**src/rtl/mult_pkg.sv**
```systemverilog
// Shared definitions for the shift-add multiplier: controller states and
// default operand widths used by the datapath and its holding registers.
package mult_pkg;

  localparam int N_DEF = 16;
  localparam int M_DEF = 16;

  typedef enum logic [1:0] {
    IDLE = 2'd0,
    LOAD = 2'd1,
    ITER = 2'd2,
    DONE = 2'd3
  } state_t;

endpackage

```
**src/rtl/mult_iter_cnt.sv**
```systemverilog
// Loadable down-counter with zero flag; saturates at zero so it never wraps.
module mult_iter_cnt #(
  parameter int W = 5
) (
  input  logic         clk,
  input  logic         rst,
  input  logic         load,
  input  logic         dec,
  input  logic [W-1:0] load_val,
  output logic [W-1:0] count,
  output logic         zero
);

  assign zero = (count == '0);

  always_ff @(posedge clk or negedge rst) begin
    if (!rst) begin
      count <= '0;
    end else if (load) begin
      count <= load_val;
    end else if (dec && !zero) begin
      count <= count - W'(1);
    end
  end

endmodule

```
**src/rtl/mult_seq_ctrl.sv**
```systemverilog
// Sequencer for the shift-add multiplier: operand handshake, M add/shift
// iterations, then holds the product valid until the consumer takes it.
//
//   state | meaning
//   IDLE  | waiting for operands, in_ready high
//   LOAD  | load A/B, clear P, preset iteration counter to M
//   ITER  | shift every cycle, add when the multiplier LSB is set
//   DONE  | product final, out_valid held until out_ready
module mult_seq_ctrl
  import mult_pkg::*;
#(
  parameter int N     = N_DEF,
  parameter int M     = M_DEF,
  parameter int CNT_W = $clog2(M + 1)
) (
  input  logic             clk,
  input  logic             rst,
  input  logic             in_valid,
  output logic             in_ready,
  input  logic             q0,
  output logic             ld_a,
  output logic             ld_b,
  output logic             clr_p,
  output logic             add_en,
  output logic             shift_en,
  output logic             out_valid,
  input  logic             out_ready,
  output logic             busy,
  output logic [CNT_W-1:0] iter
);

  state_t state;
  logic   cnt_zero;

  if (N < 1 || M < 1) begin : g_param_check
    $error("mult_seq_ctrl: N and M must be at least 1");
  end

  mult_iter_cnt #(.W(CNT_W)) u_iter_cnt (
    .clk      (clk),
    .rst      (rst),
    .load     (state == LOAD),
    .dec      (state == ITER),
    .load_val (CNT_W'(M)),
    .count    (iter),
    .zero     (cnt_zero)
  );

  // shift_en is high exactly in ITER, so this gates q0 to the iteration window
  assign add_en = shift_en & q0;

  always_ff @(posedge clk or negedge rst) begin
    if (!rst) begin
      state     <= IDLE;
      in_ready  <= 1'b0;
      ld_a      <= 1'b0;
      ld_b      <= 1'b0;
      clr_p     <= 1'b0;
      shift_en  <= 1'b0;
      out_valid <= 1'b0;
      busy      <= 1'b0;
    end else begin
      case (state)
        IDLE: begin
          if (in_valid && in_ready) begin
            state    <= LOAD;
            in_ready <= 1'b0;
            ld_a     <= 1'b1;
            ld_b     <= 1'b1;
            clr_p    <= 1'b1;
            busy     <= 1'b1;
          end else begin
            in_ready <= 1'b1;
          end
        end
        LOAD: begin
          state    <= ITER;
          ld_a     <= 1'b0;
          ld_b     <= 1'b0;
          clr_p    <= 1'b0;
          shift_en <= 1'b1;
        end
        ITER: begin
          // cnt_zero is only a safety exit; the terminal count is iter == 1
          if (iter == CNT_W'(1) || cnt_zero) begin
            state     <= DONE;
            shift_en  <= 1'b0;
            out_valid <= 1'b1;
          end
        end
        DONE: begin
          if (out_ready) begin
            state     <= IDLE;
            out_valid <= 1'b0;
            busy      <= 1'b0;
            in_ready  <= 1'b1;
          end
        end
        default: begin
          state <= IDLE;
        end
      endcase
    end
  end

endmodule
```
**config.mk**
```make
export PLATFORM = sky130hd
export DESIGN_NAME = mult_seq_ctrl
export DESIGN_NICKNAME = d
export VERILOG_FILES = /design/src/rtl/mult_pkg.sv /design/src/rtl/mult_iter_cnt.sv /design/src/rtl/mult_seq_ctrl.sv
export SDC_FILE = /design/constraint.sdc
export NUM_CORES = 1
export LEC_CHECK = 0
export ABC_AREA = 1
export BUFFER_PORTS_ARGS = -buffer_cell sky130_fd_sc_hd__clkbuf_2
export CAP_MARGIN = 30
export CORE_AREA = 2 2 53 55
export DETAILED_ROUTE_END_ITERATION = 7
export DIE_AREA = 0 0 55 57
export PLACE_DENSITY = 0.47
export SLEW_MARGIN = 20
export SYNTH_ARGS = -nofsm -noshare
export SYNTH_HDL_FRONTEND = slang
export SYNTH_SLANG_ARGS = --single-unit
```
**constraint.sdc**
```tcl
create_clock -name clk -period 1.5 [get_ports clk]
set_input_delay 0.3 -clock clk [delete_from_list [all_inputs] [get_ports clk]]
set_output_delay 0.3 -clock clk [all_outputs]
set_load 0.02 [all_outputs]
```
# --- After elaboration in Yosys (flattened, before gate mapping) ---
# Index checks and enable logic that the tools add are counted.
op_classes:
  eq_ne: 7
  bitwise_logic: 1
  n_mux: 17
  reduce_logical: 17
  addsub: 1
ops:
  columns: ["operator", "count"]
  rows:
  - ["5-bit 2-to-1 mux", 2]
  - ["1-bit one-hot mux with 2 select lines", 5]
  - ["2-bit nonzero test", 5]
  - ["3-bit AND reduction", 3]
  - ["2-bit one-hot mux with 4 select lines", 1]
  - ["1-bit 2-to-1 mux", 6]
  - ["2-bit 2-to-1 mux", 3]
  - ["2-bit != test (second input constant)", 3]
  - ["2-bit AND reduction", 3]
  - ["5-bit by 1-bit equality test with 1-bit output (second input constant)", 1]
  - ["5-bit zero test", 1]
  - ["5-bit by 1-bit subtractor with 5-bit output (second input constant)", 1]
  - ["2-bit equality test (second input constant)", 2]
  - ["2-bit by 1-bit equality test with 1-bit output (second input constant)", 1]
  - ["1-bit logical AND", 2]
  - ["2-bit zero test", 1]
  - ["1-bit bitwise AND", 1]
  - ["1-bit zero test", 1]
  - ["1-bit logical OR", 1]
totals:
  input_bits: 5
  out_inout_bits: 13
  word_cells: 50
  regBits: 12

# --- Logic depth before layout (Yosys ltp) ---
# Gate-level depths: netlist (run 1).
depth:
  ltp_word: 5
  mapped_depth: 9
  ltp_nobuf: 9

# --- Hierarchy ---
# A second synthesis (run 1) with hierarchy kept.
hier_totals:
  cells_unflattened: 108
  area_unflattened_um2: 798.3
modules_own_cells:
  columns: ["module", "cells_per_inst", "area_per_inst_um2", "instances"]
  rows:
  - ["mult_seq_ctrl", 62, 462.9, 1]
  - ["mult_iter_cnt", 46, 335.3, 1]

# --- Least setup slack after synthesis (run 1) ---
# OpenSTA, ideal clock, no wires.
synth_path:
  path_kind: "register to register"
  start: "register u_iter_cnt.count[1]"
  end: "register out_valid"
  setup_slack_ns: 0.187
  path_buffers: 0
  required_time_ns: 1.383
  arrival_time_ns: 1.196
  synth_period_minus_slack_ns: 1.313
  stages_incl_launch_ff: 10
  path_cell_list: "dfrtp_1 inv_1 ha_1 inv_1 nand2_1 nand3_2 nand2_2 nand2_1 nand2_1 nand2_1"
synth_between:
  elab_chain_cells: 4
  elab_cells_between_ends: 5
  cone_classes: "2 x eq/ne; 3 x reduce/logical"
synth_lines:
  columns: ["element", "line_no", "text"]
  rows:
  - ["start: declaration", "mult_iter_cnt.sv:10", "output logic [W-1:0] count,"]
  - ["start signal: assignment", "mult_iter_cnt.sv:20", "count <= load_val;"]
  - ["start signal: assignment", "mult_iter_cnt.sv:22", "count <= count - W'(1);"]
  - ["5-bit by 1-bit equality test with 1-bit output / 5-bit zero test (equally long branches)", "mult_seq_ctrl.sv:85, mult_iter_cnt.sv:14", null]
  - ["1-bit logical OR (*)", "mult_seq_ctrl.sv:85", "if (iter == CNT_W'(1) || cnt_zero) begin"]
  - ["2-bit != test (no line) (*)", null, null]
  - ["3-bit AND reduction (no line) (*)", null, null]
  - ["end signal: assignment", "mult_seq_ctrl.sv:60", "out_valid <= 1'b0;"]
  - ["end signal: assignment", "mult_seq_ctrl.sv:88", "out_valid <= 1'b1;"]
  - ["end signal: assignment", "mult_seq_ctrl.sv:94", "out_valid <= 1'b0;"]
  - ["end: declaration", "mult_seq_ctrl.sv:26", "output logic out_valid,"]
# Mark *: on every way between the ends. The rest lies on a longest branch, timed or not.
# A chain may end at the register's enable or synchronous reset.

# --- Final worst setup path (run 1) ---
layout_path:
  start: "register u_iter_cnt.count[0]"
  end: "register out_valid"
# Same word-level chain as after synthesis.

==> impl_metrics.tcl, run 1 <==
set metrics [dict create \
    synth-simple-area-share_pct 26.98 \
    clockBufferDepth 2 \
    drt-met1-wl_um 714 \
    synthTopCellsByArea "dfrtp_1 (40%), nand2_1 (11%), ha_1 (10%)" \
    syn_inst 94 \
    critPathBufInv 2 \
    cp_max_fo 5 \
    synth_top_area_cell "dfrtp_1" \
    hp-class "primary input to flip-flop" \
    gp_congestion 0.8037 \
    viasPerCell 4.315 \
    power.density_nw_per_um2 2443 \
    final_common_cell "nand2_1" \
    antenna_found_initial 0 \
    port_buffers 17 \
    syn_avg_cell_area_um2 7.893 \
    place_area_um2 858.3 \
    clock.fmax_mhz 746.1 \
    drv_cap 0 \
    syn2layout_area_growth_pct 21.92 \
    cts_tree "done" \
    slew_violations 0 \
    die_h_um 57 \
    power.leakage_uw 0.0005046 \
    ys_types 20 \
    die-area_um2 3135 \
    synth.top_cell.area_share_pct 40.47 \
    finClkSkew_ns 0.002280 \
    core-area_um2 2615 \
    crit_required_ns 1.67 \
    cts_root_buf "clkbuf_4" \
    grt_pass1_wl_um 2532 \
    grt_max_degree 13 \
    synth_top_family_by_area "simple AND/OR/NAND/NOR gates" \
    drt-initial-drc-count 11 \
    synth_compound_area_share_pct 10.79 \
    ys_warn_count 0 \
    clock_latency_ns 0.27 \
    grt_overflow_total 0 \
    routed.top_layer "met3" \
    nets 127 \
    clk_pin_slew_ns 0.08 \
    rsz0062_at_grt "false" \
    crit_path_cell_trace "inv_2, ha_1, inv_1, nand2_1, nand3_2, nand2_2, nand2_1, nand2_1, nand2_1" \
    finalWorstSetupSlack_ns 0.1598 \
    die_w_um 55 \
    drt-wirelength-per-cell_um 9.979 \
    pre_cts_ws_ns 0.1762 \
    netlist_area_um2 742.0 \
    stdcell_area_um2 904.6 \
    grt_pass1_vias 572 \
    cts_max_level 1 \
    post-route-drc-count 0 \
    tns_ns 0 \
    drive_gt1_share_pct 28.70 \
    met2WireLength_um 665 \
    clock-sinks 12 \
    synth-seq-cells 12 \
    row_count 19 \
    cp_slowest_cell "dfrtp_1" \
    layout_min_cycle_time_ns 1.340 \
    grt.total_usage_pct 11.18 \
    arrival_ns 1.51 \
    layout_common_cells "nand2_1 (22), inv_1 (18), clkbuf_2 (17)" \
    num_vias 630 \
    worst_setup_path_start_kind "flip-flop" \
    met3WireLength_um 77 \
    dp_hpwl_um 1147 \
    muxShareOfSynthArea_pct 0 \
    report.final.hold_viol_count 0 \
    drt.antenna.violating_nets 0 \
    period_share_pct 89.35 \
    synth_xor_area_share_pct 0 \
    start_util_pct 28.37 \
    path_common_cell "nand2_1" \
    totalWireLength_um 1457 \
    status "finished clean" \
    cts_resized 0 \
    peakVddDrop_v 0.001010 \
    crit_path_end_kind "flip-flop" \
    detail_route.first_pass.iterations 4 \
    io_pins 18 \
    worst_slew_pin_slew_ns 0.3221 \
    ys_seq_area_share_pct 40.47 \
    finalSetupViolations 0 \
    syn_nets 105 \
    maxSlewHeadroom_pct 78.52 \
    num_antenna_cells 0 \
    worstSetupPathType "flip-flop to flip-flop" \
    cts_buffers 3 \
    critical_path.max_stage_delay_ns 0.42 \
    cpLargestDelayFamily "flip-flops" \
    synthAdderAreaFrac_pct 10.12 \
]
## synthesized netlist by cell type
cell type / n
nand3_1: 6
nor2_1: 5
o21a_1: 1
ha_1: 6
buf_4: 2
a21oi_1: 3
nand2_4: 1
nor2_2: 1
inv_2: 1
o21bai_1: 1
o21ai_2: 2
nand4_1: 1
nand2_2: 4
inv_1: 18
o21ai_0: 1
dfrtp_1: 12
nand3_2: 2
a22oi_1: 1
nand2_1: 22
o21ai_1: 4
## what timing repair did
| item | 4_1_cts | 5_1_grt |
|---|---|---|
| endpoints found under the setup margin | 0 | 0 |
| hold buffers | 1 | 0 |
| buffers inserted | 0 | 0 |
| hold endpoints to repair | 12 | 0 |
## where the power goes
group          leakage (µW)  switching, µW  internal, µW
combinational      0.000343            850           479
sequential         0.000141            135           480
clock             0.0000210            118           148
total              0.000505           1100          1110
## through the flow
step	std cells	utilization, %	total power, µW	hold slack, ns
global placement	141	32.82	1956	0.2100
global route	146	34.59	2444	0.3595
CTS	146	34.59	2236	0.3326
detailed placement	141	32.82	1961	0.2148
finish	146	34.59	2210	0.3403
floorplan	94	-	1641	0.004409
## flip-flops by register name, indices dropped and copies added, names as in the netlist
name	flops
state	2
u_iter_cnt.count	5
out_valid	1
shift_en	1
clr_p	1
busy	1
in_ready	1
## path summary, 6_finish.rpt
| kind | slack [ns] | to | depth (start not counted) | startpoint |
|---|---|---|---|---|
| setup reg to reg | 0.16 | out_valid$_DFFE_PN0P_ | 9 | u_iter_cnt.count[0]$_DFFE_PN0P_ |
| hold / removal | 0.34 | clr_p$_DFFE_PN0P_ | 3 | in_valid |
| setup / recovery | 0.16 | out_valid$_DFFE_PN0P_ | 9 | u_iter_cnt.count[0]$_DFFE_PN0P_ |
| max in group asynchronous | 0.81 | u_iter_cnt.count[0]$_DFFE_PN0P_ | 2 | rst |
| min in group asynchronous | 0.44 | shift_en$_DFFE_PN0P_ | 2 | rst |
| hold reg to reg | 0.48 | out_valid$_DFFE_PN0P_ | 2 | out_valid$_DFFE_PN0P_ |
## final cells by class
class                      count  area, µm²
sequential                    12      300.3
clock buffer                   4      36.28
inverter                      19      71.32
timing repair buffer          19      102.6
tap                           31      38.79
multi-input combinational     61      355.3
fill                         278       1710
## cells by family (layout without fill, tap and decap cells)
kind of cell    after synthesis  in the layout
compound gates               13             13
fa+ha+maj                     6              6
buf+inv                      21             42
flops                        12             12
simple gates                 42             42
## worst min-delay path, cell delays in order
cell and delay [ns]:
clkbuf_2 0.09, nand3_1 0.10, a22oi_1 0.09
## layer usage
metal | global-route usage, % | vias up
met1 | 14.43 | 286
li1 | - | 331
met4 | 1.045 | 0
met2 | 17.52 | 13
met3 | 5.497 | 0
met5 | 0 | -
Note: power is estimated with default switching activity, not from simulation.
==> run 2, diff against run 1 <==
PLACE_DENSITY = 0.53   (was 0.47)
==> run 2 against run 1 <==
Net effect: die area unchanged; combinational power is essentially flat; total power grew 0.14%; critical path depth did not move; register-to-register slack improved by 0.03 ns; cell count shrank 0.68%; highest routed layer unchanged.
==> impl_metrics.tcl, run 2 (synthesized netlist as in run 1, its figures left out) <==
set metrics [dict create \
    status "finished clean" \
    slew_violations 0 \
    cts_buffers 3 \
    rsz0062_at_grt "false" \
    drt-initial-drc-count 10 \
    worst_slew_pin_slew_ns 0.3394 \
    grt_max_degree 13 \
    grt_pass1_wl_um 2594 \
    hp-class "primary input to flip-flop" \
    finClkSkew_ns 0.004206 \
    layout_common_cells "nand2_1 (22), inv_1 (18), clkbuf_2 (17)" \
    clock_latency_ns 0.27 \
    num_vias 659 \
    cts_tree "done" \
    totalWireLength_um 1548 \
    clockBufferDepth 2 \
    crit_path_end_kind "flip-flop" \
    gp_congestion 0.7947 \
    drive_gt1_share_pct 29.82 \
    row_count 19 \
    io_pins 18 \
    drv_cap 0 \
    antenna_found_initial 0 \
    cts_max_level 1 \
    die_h_um 57 \
    grt_pass1_vias 587 \
    port_buffers 17 \
    die_w_um 55 \
    rrSetupSlack_ns 0.19 \
    place_area_um2 850.8 \
    finalPower_uw 2213 \
    period_share_pct 87.26 \
    largest_reg_flops 5 \
    layout_min_cycle_time_ns 1.309 \
    post-route-drc-count 0 \
    top_regs "u_iter_cnt.count: 5 flops, state: 2 flops" \
    detail_route.first_pass.iterations 4 \
    drt-wirelength-per-cell_um 10.68 \
    placed_cells 140 \
    dp_hpwl_um 1207 \
    tns_ns 0 \
    syn2layout_area_growth_pct 21.59 \
    crit_required_ns 1.67 \
    arrival_ns 1.48 \
    clk_pin_slew_ns 0.08 \
    postCtsSetupBuffers 0 \
    grt.total_usage_pct 11.26 \
    final_cells 145 \
    finalSetupViolations 0 \
    report.final.hold_viol_count 0 \
    peakVddDrop_v 0.0009502 \
    clock-sinks 12 \
    clock.fmax_mhz 764.0 \
    worstSetupPathType "flip-flop to flip-flop" \
    viasPerCell 4.545 \
    num_antenna_cells 0 \
    largest-register "u_iter_cnt.count" \
    power.leakage_uw 0.0004966 \
    stdcell_area_um2 902.1 \
    core-area_um2 2615 \
    power.density_nw_per_um2 2453 \
    final_common_cell "nand2_1" \
    grt_overflow_total 0 \
    cp_max_fo 5 \
    worst_setup_path_start_kind "flip-flop" \
    die-area_um2 3135 \
    cts_root_buf "clkbuf_4" \
    maxSlewHeadroom_pct 77.37 \
    start_util_pct 28.37 \
    nets 126 \
    drt.antenna.violating_nets 0 \
]
-- run 2: area by class of cell --
class                   count  area (µm²)
clock buffers               4       36.28
fillers                   289        1713
inverters                  19       71.32
multi-input cells          61       360.3
flip-flops and latches     12       300.3
well taps                  31       38.79
repair buffers             18       95.09
-- run 2: critical path, cell delays in order (launching register included) --
cell and delay [ns]:
dfrtp_1 0.40, inv_1 0.12, ha_2 0.23, inv_1 0.04
nand2_1 0.06, nand3_2 0.07, nand2_2 0.11, nand2_2 0.06
nand2_1 0.05, nand2_1 0.05
-- run 2: power breakdown --
group,internal [µW],total (µW),switching (µW)
clock,147,262,114
combinational,476,1330,854
sequential,480,622,141
total,1100,2210,1110
-- run 2: per-stage QoR --
| step | utilization (%) | hold slack, ns | setup WS, ns |
|---|---|---|---|
| floorplan | - | 0.004409 | 0.1868 |
| CTS | 34.31 | 0.3363 | 0.1426 |
| detailed placement | 32.54 | 0.2186 | 0.1619 |
| finish | 34.50 | 0.3558 | 0.1911 |
| global placement | 32.54 | 0.2144 | 0.1816 |
| global route | 34.50 | 0.3425 | 0.02687 |
-- run 2: routing by layer --
metal	GRT usage, %	share of wire [%]	vias to the layer above	routed length, µm
met3	2.356	4.2	0	65
met5	0	0	-	0
li1	-	-	331	-
met4	5.226	0	0	0
met2	16.16	47	13	732
met1	15.95	49	315	751
-- run 2: repair_timing --
action                                 CTS  global route
gates resized for setup                  0             2
hold buffers                             1             0
setup endpoints to repair                0             4
endpoints found under the hold margin   12             0
-- run 2: final timing paths --
path | startpoint | end | cells after the start
max | u_iter_cnt.count[1]$_DFFE_PN0P_ | state[1]$_DFFE_PN0P_ | 9
min | in_valid | clr_p$_DFFE_PN0P_ | 4
max reg2reg | u_iter_cnt.count[1]$_DFFE_PN0P_ | state[1]$_DFFE_PN0P_ | 9
min reg2reg | out_valid$_DFFE_PN0P_ | out_valid$_DFFE_PN0P_ | 2
max in group asynchronous | rst | u_iter_cnt.count[3]$_DFFE_PN0P_ | 2
min in group asynchronous | rst | u_iter_cnt.count[2]$_DFFE_PN0P_ | 2
==> run 3, diff against run 2 <==
CORE_AREA = 2 2 55 57   (was 2 2 53 55)
DIE_AREA = 0 0 57 59   (was 0 0 55 57)
PLACE_DENSITY = 0.52   (was 0.53)
SYNTH_HIERARCHICAL = 1   (was default)
==> run 3 against run 2 <==
Net effect: hold slack worse by 0.040 ns; clock power shrank 20%; total power up 6.5%; cell count increased by 13%; final area rose by 8.2%; via count grew 8.5%; critical endpoint is now out_valid$_DFFE_PN0P_; sequential share of layout area down 2.5 points; die area rose by 7.3%; sequential power increased by 3%.
==> impl_metrics.tcl, run 3 <==
set metrics [dict create \
    drive_gt1_share_pct 30.08 \
    core-area_um2 2710 \
    drt-wirelength-per-cell_um 9.811 \
    cts_max_level 1 \
    crit_path_cell_trace "inv_1, ha_2, nand3b_2, inv_1, inv_1, nand3_2, nand2_1, nand2_1, nand2_1" \
    clk_pin_slew_ns 0.08 \
    largest-register "u_iter_cnt/count" \
    cts_root_buf "clkbuf_4" \
    netlist_top_cells_count "nand2_1 (30), inv_1 (16), dfrtp_1 (12)" \
    detail_route.first_pass.iterations 4 \
    gp_congestion 0.7401 \
    stdcell_area_um2 975.9 \
    clock-sinks 12 \
    fillCellCount 307 \
    grt_use_met3_pct 1.965 \
    grt_max_degree 13 \
    die-area_um2 3363 \
    cts_tree "done" \
    port_buffers 17 \
    grt_overflow_total 0 \
    num_vias 715 \
    synth-simple-area-share_pct 32.45 \
    synth_compound_area_share_pct 10.34 \
    post-route-drc-count 0 \
    ys_warn_count 6 \
    synth_top_family_by_area "simple AND/OR/NAND/NOR gates" \
    report.final.hold_viol_count 0 \
    viasPerCell 4.360 \
    placed_cells 160 \
    final_cells 164 \
    cp_max_fo 4 \
    start_util_pct 29.46 \
    row_count 19 \
    top_usage_layer "met2" \
    finClkSkew_ns 0.002739 \
    synth-edff-count 0 \
    netlist_area_um2 798.3 \
    worstSetupPathType "flip-flop to flip-flop" \
    synthAdderAreaFrac_pct 7.837 \
    critical_path.max_stage_delay_ns 0.41 \
    synth.top_cell.area_share_pct 37.62 \
    rsz0062_at_grt "false" \
    drv_cap 0 \
    nets 145 \
    power.leakage_uw 0.0005552 \
    clock_latency_ns 0.28 \
    grt_pass1_wl_um 2815 \
    clockBufferDepth 2 \
    tns_ns 0 \
    final_common_cell "nand2_1" \
    critPathBufInv 3 \
    cpLargestDelayFamily "flip-flops" \
    syn_avg_cell_area_um2 7.391 \
    hold_depth 3 \
    layout_min_cycle_time_ns 1.353 \
    ff_latch_area_um2 300.3 \
    arrival_ns 1.53 \
    totalWireLength_um 1609 \
    period_share_pct 90.19 \
    synth.most_common_cell "nand2_1" \
    cp_num_cells 9 \
    slew_violations 0 \
    muxShareOfSynthArea_pct 0 \
    reg2reg_depth 9 \
    async_flop_share_pct 100.0 \
    peakVddDrop_v 0.0007003 \
    grt_util_met2_pct 17.90 \
    drt.antenna.violating_nets 0 \
    grtUsageMet1_pct 13.90 \
    drt-initial-drc-count 15 \
    finalWorstSetupSlack_ns 0.1472 \
    pre_cts_ws_ns 0.1084 \
    multi_input_area_um2 425.4 \
    die_h_um 59 \
    antenna_found_initial 0 \
    synth_xor_area_share_pct 0 \
    dominantRegCellSynth "dfrtp_1" \
    synthTopCellsByArea "dfrtp_1 (38%), nand2_1 (14%), ha_1 (7.8%)" \
    syn2layout_area_growth_pct 22.26 \
    io_pins 18 \
    hp-class "primary input to flip-flop" \
    syn_inst 108 \
    largest_reg_flops 5 \
    place_area_um2 940.9 \
    num_antenna_cells 0 \
    grt.total_usage_pct 10.85 \
    layout_common_cells "nand2_1 (30), clkbuf_2 (17), inv_1 (15)" \
    ys_seq_area_share_pct 37.62 \
    top_regs "u_iter_cnt/count: 5 flops, state: 2 flops" \
    synth-seq-cells 12 \
    finalSetupViolations 0 \
    worst_setup_path_start_kind "flip-flop" \
    cts_buffers 3 \
    power.density_nw_per_um2 2415 \
    ys_types 19 \
    crit_required_ns 1.67 \
    die_w_um 57 \
    dp_hpwl_um 1258 \
    cp_slowest_cell "dfrtp_1" \
    status "finished clean" \
    grt_pass1_vias 667 \
    clock.fmax_mhz 739.2 \
    synth_top_area_cell "dfrtp_1" \
    crit_path_end_kind "flip-flop" \
]
## run 3: worst register-to-register path, stage by stage, from the launching register on
cell      delay [ns]
dfrtp_1         0.41
inv_1           0.11
ha_2            0.22
nand3b_2        0.12
inv_1           0.07
inv_1           0.05
nand3_2         0.10
nand2_1         0.06
nand2_1         0.05
nand2_1         0.05
## run 3: cell families after synthesis
logic type | after synthesis
other cells | 2
simple gates | 55
flops | 12
buf+inv | 21
fa+ha+maj | 5
compound gates | 13
## run 3: per-layer routing
metal / routed length, µm / vias up
met2: 754 / 17
met5: 0 / -
met3: 55 / 4
met1: 767 / 313
met4: 31 / 0
li1: - / 381
## run 3: what timing repair did
action / CTS / global route
hold buffers: 1 / 0
setup endpoints to repair: 0 / 4
endpoints found under the hold margin: 12 / 0
buffers inserted: 0 / 0
gates resized for setup: 0 / 2
## run 3: stage by stage
stage	power [µW]	util (%)	hold slack (ns)
6_report	2357	36.01	0.3154
5_1_grt	2630	36.01	0.3477
4_1_cts	2370	35.92	0.3168
3_5_place_dp	2151	34.72	0.2153
3_3_place_gp	2129	34.72	0.2106
2_1_floorplan	1771	-	0.004409
## run 3: layout make-up
| class | instances | share of cell area [%] |
|---|---|---|
| multi-input combinational | 78 | 43.59 |
| sequential | 12 | 30.77 |
| timing repair buffer | 21 | 12.05 |
| inverter | 19 | 7.308 |
| tap | 31 | 3.974 |
| clock buffer | 3 | 2.308 |
## run 3: final timing paths
check	startpoint	to	slack (ns)
setup / recovery	u_iter_cnt/count[1]$_DFFE_PN0P_	out_valid$_DFFE_PN0P_	0.15
hold / removal	in_valid	busy$_DFFE_PN0P_	0.32
setup reg to reg	u_iter_cnt/count[1]$_DFFE_PN0P_	out_valid$_DFFE_PN0P_	0.15
hold reg to reg	busy$_DFFE_PN0P_	busy$_DFFE_PN0P_	0.49
max in group asynchronous	rst	u_iter_cnt/count[2]$_DFFE_PN0P_	0.82
min in group asynchronous	rst	busy$_DFFE_PN0P_	0.44
## run 3: power by group
group	switching [µW]	internal [µW]
clock network	116	93.0
logic	937	570
registers	160	481
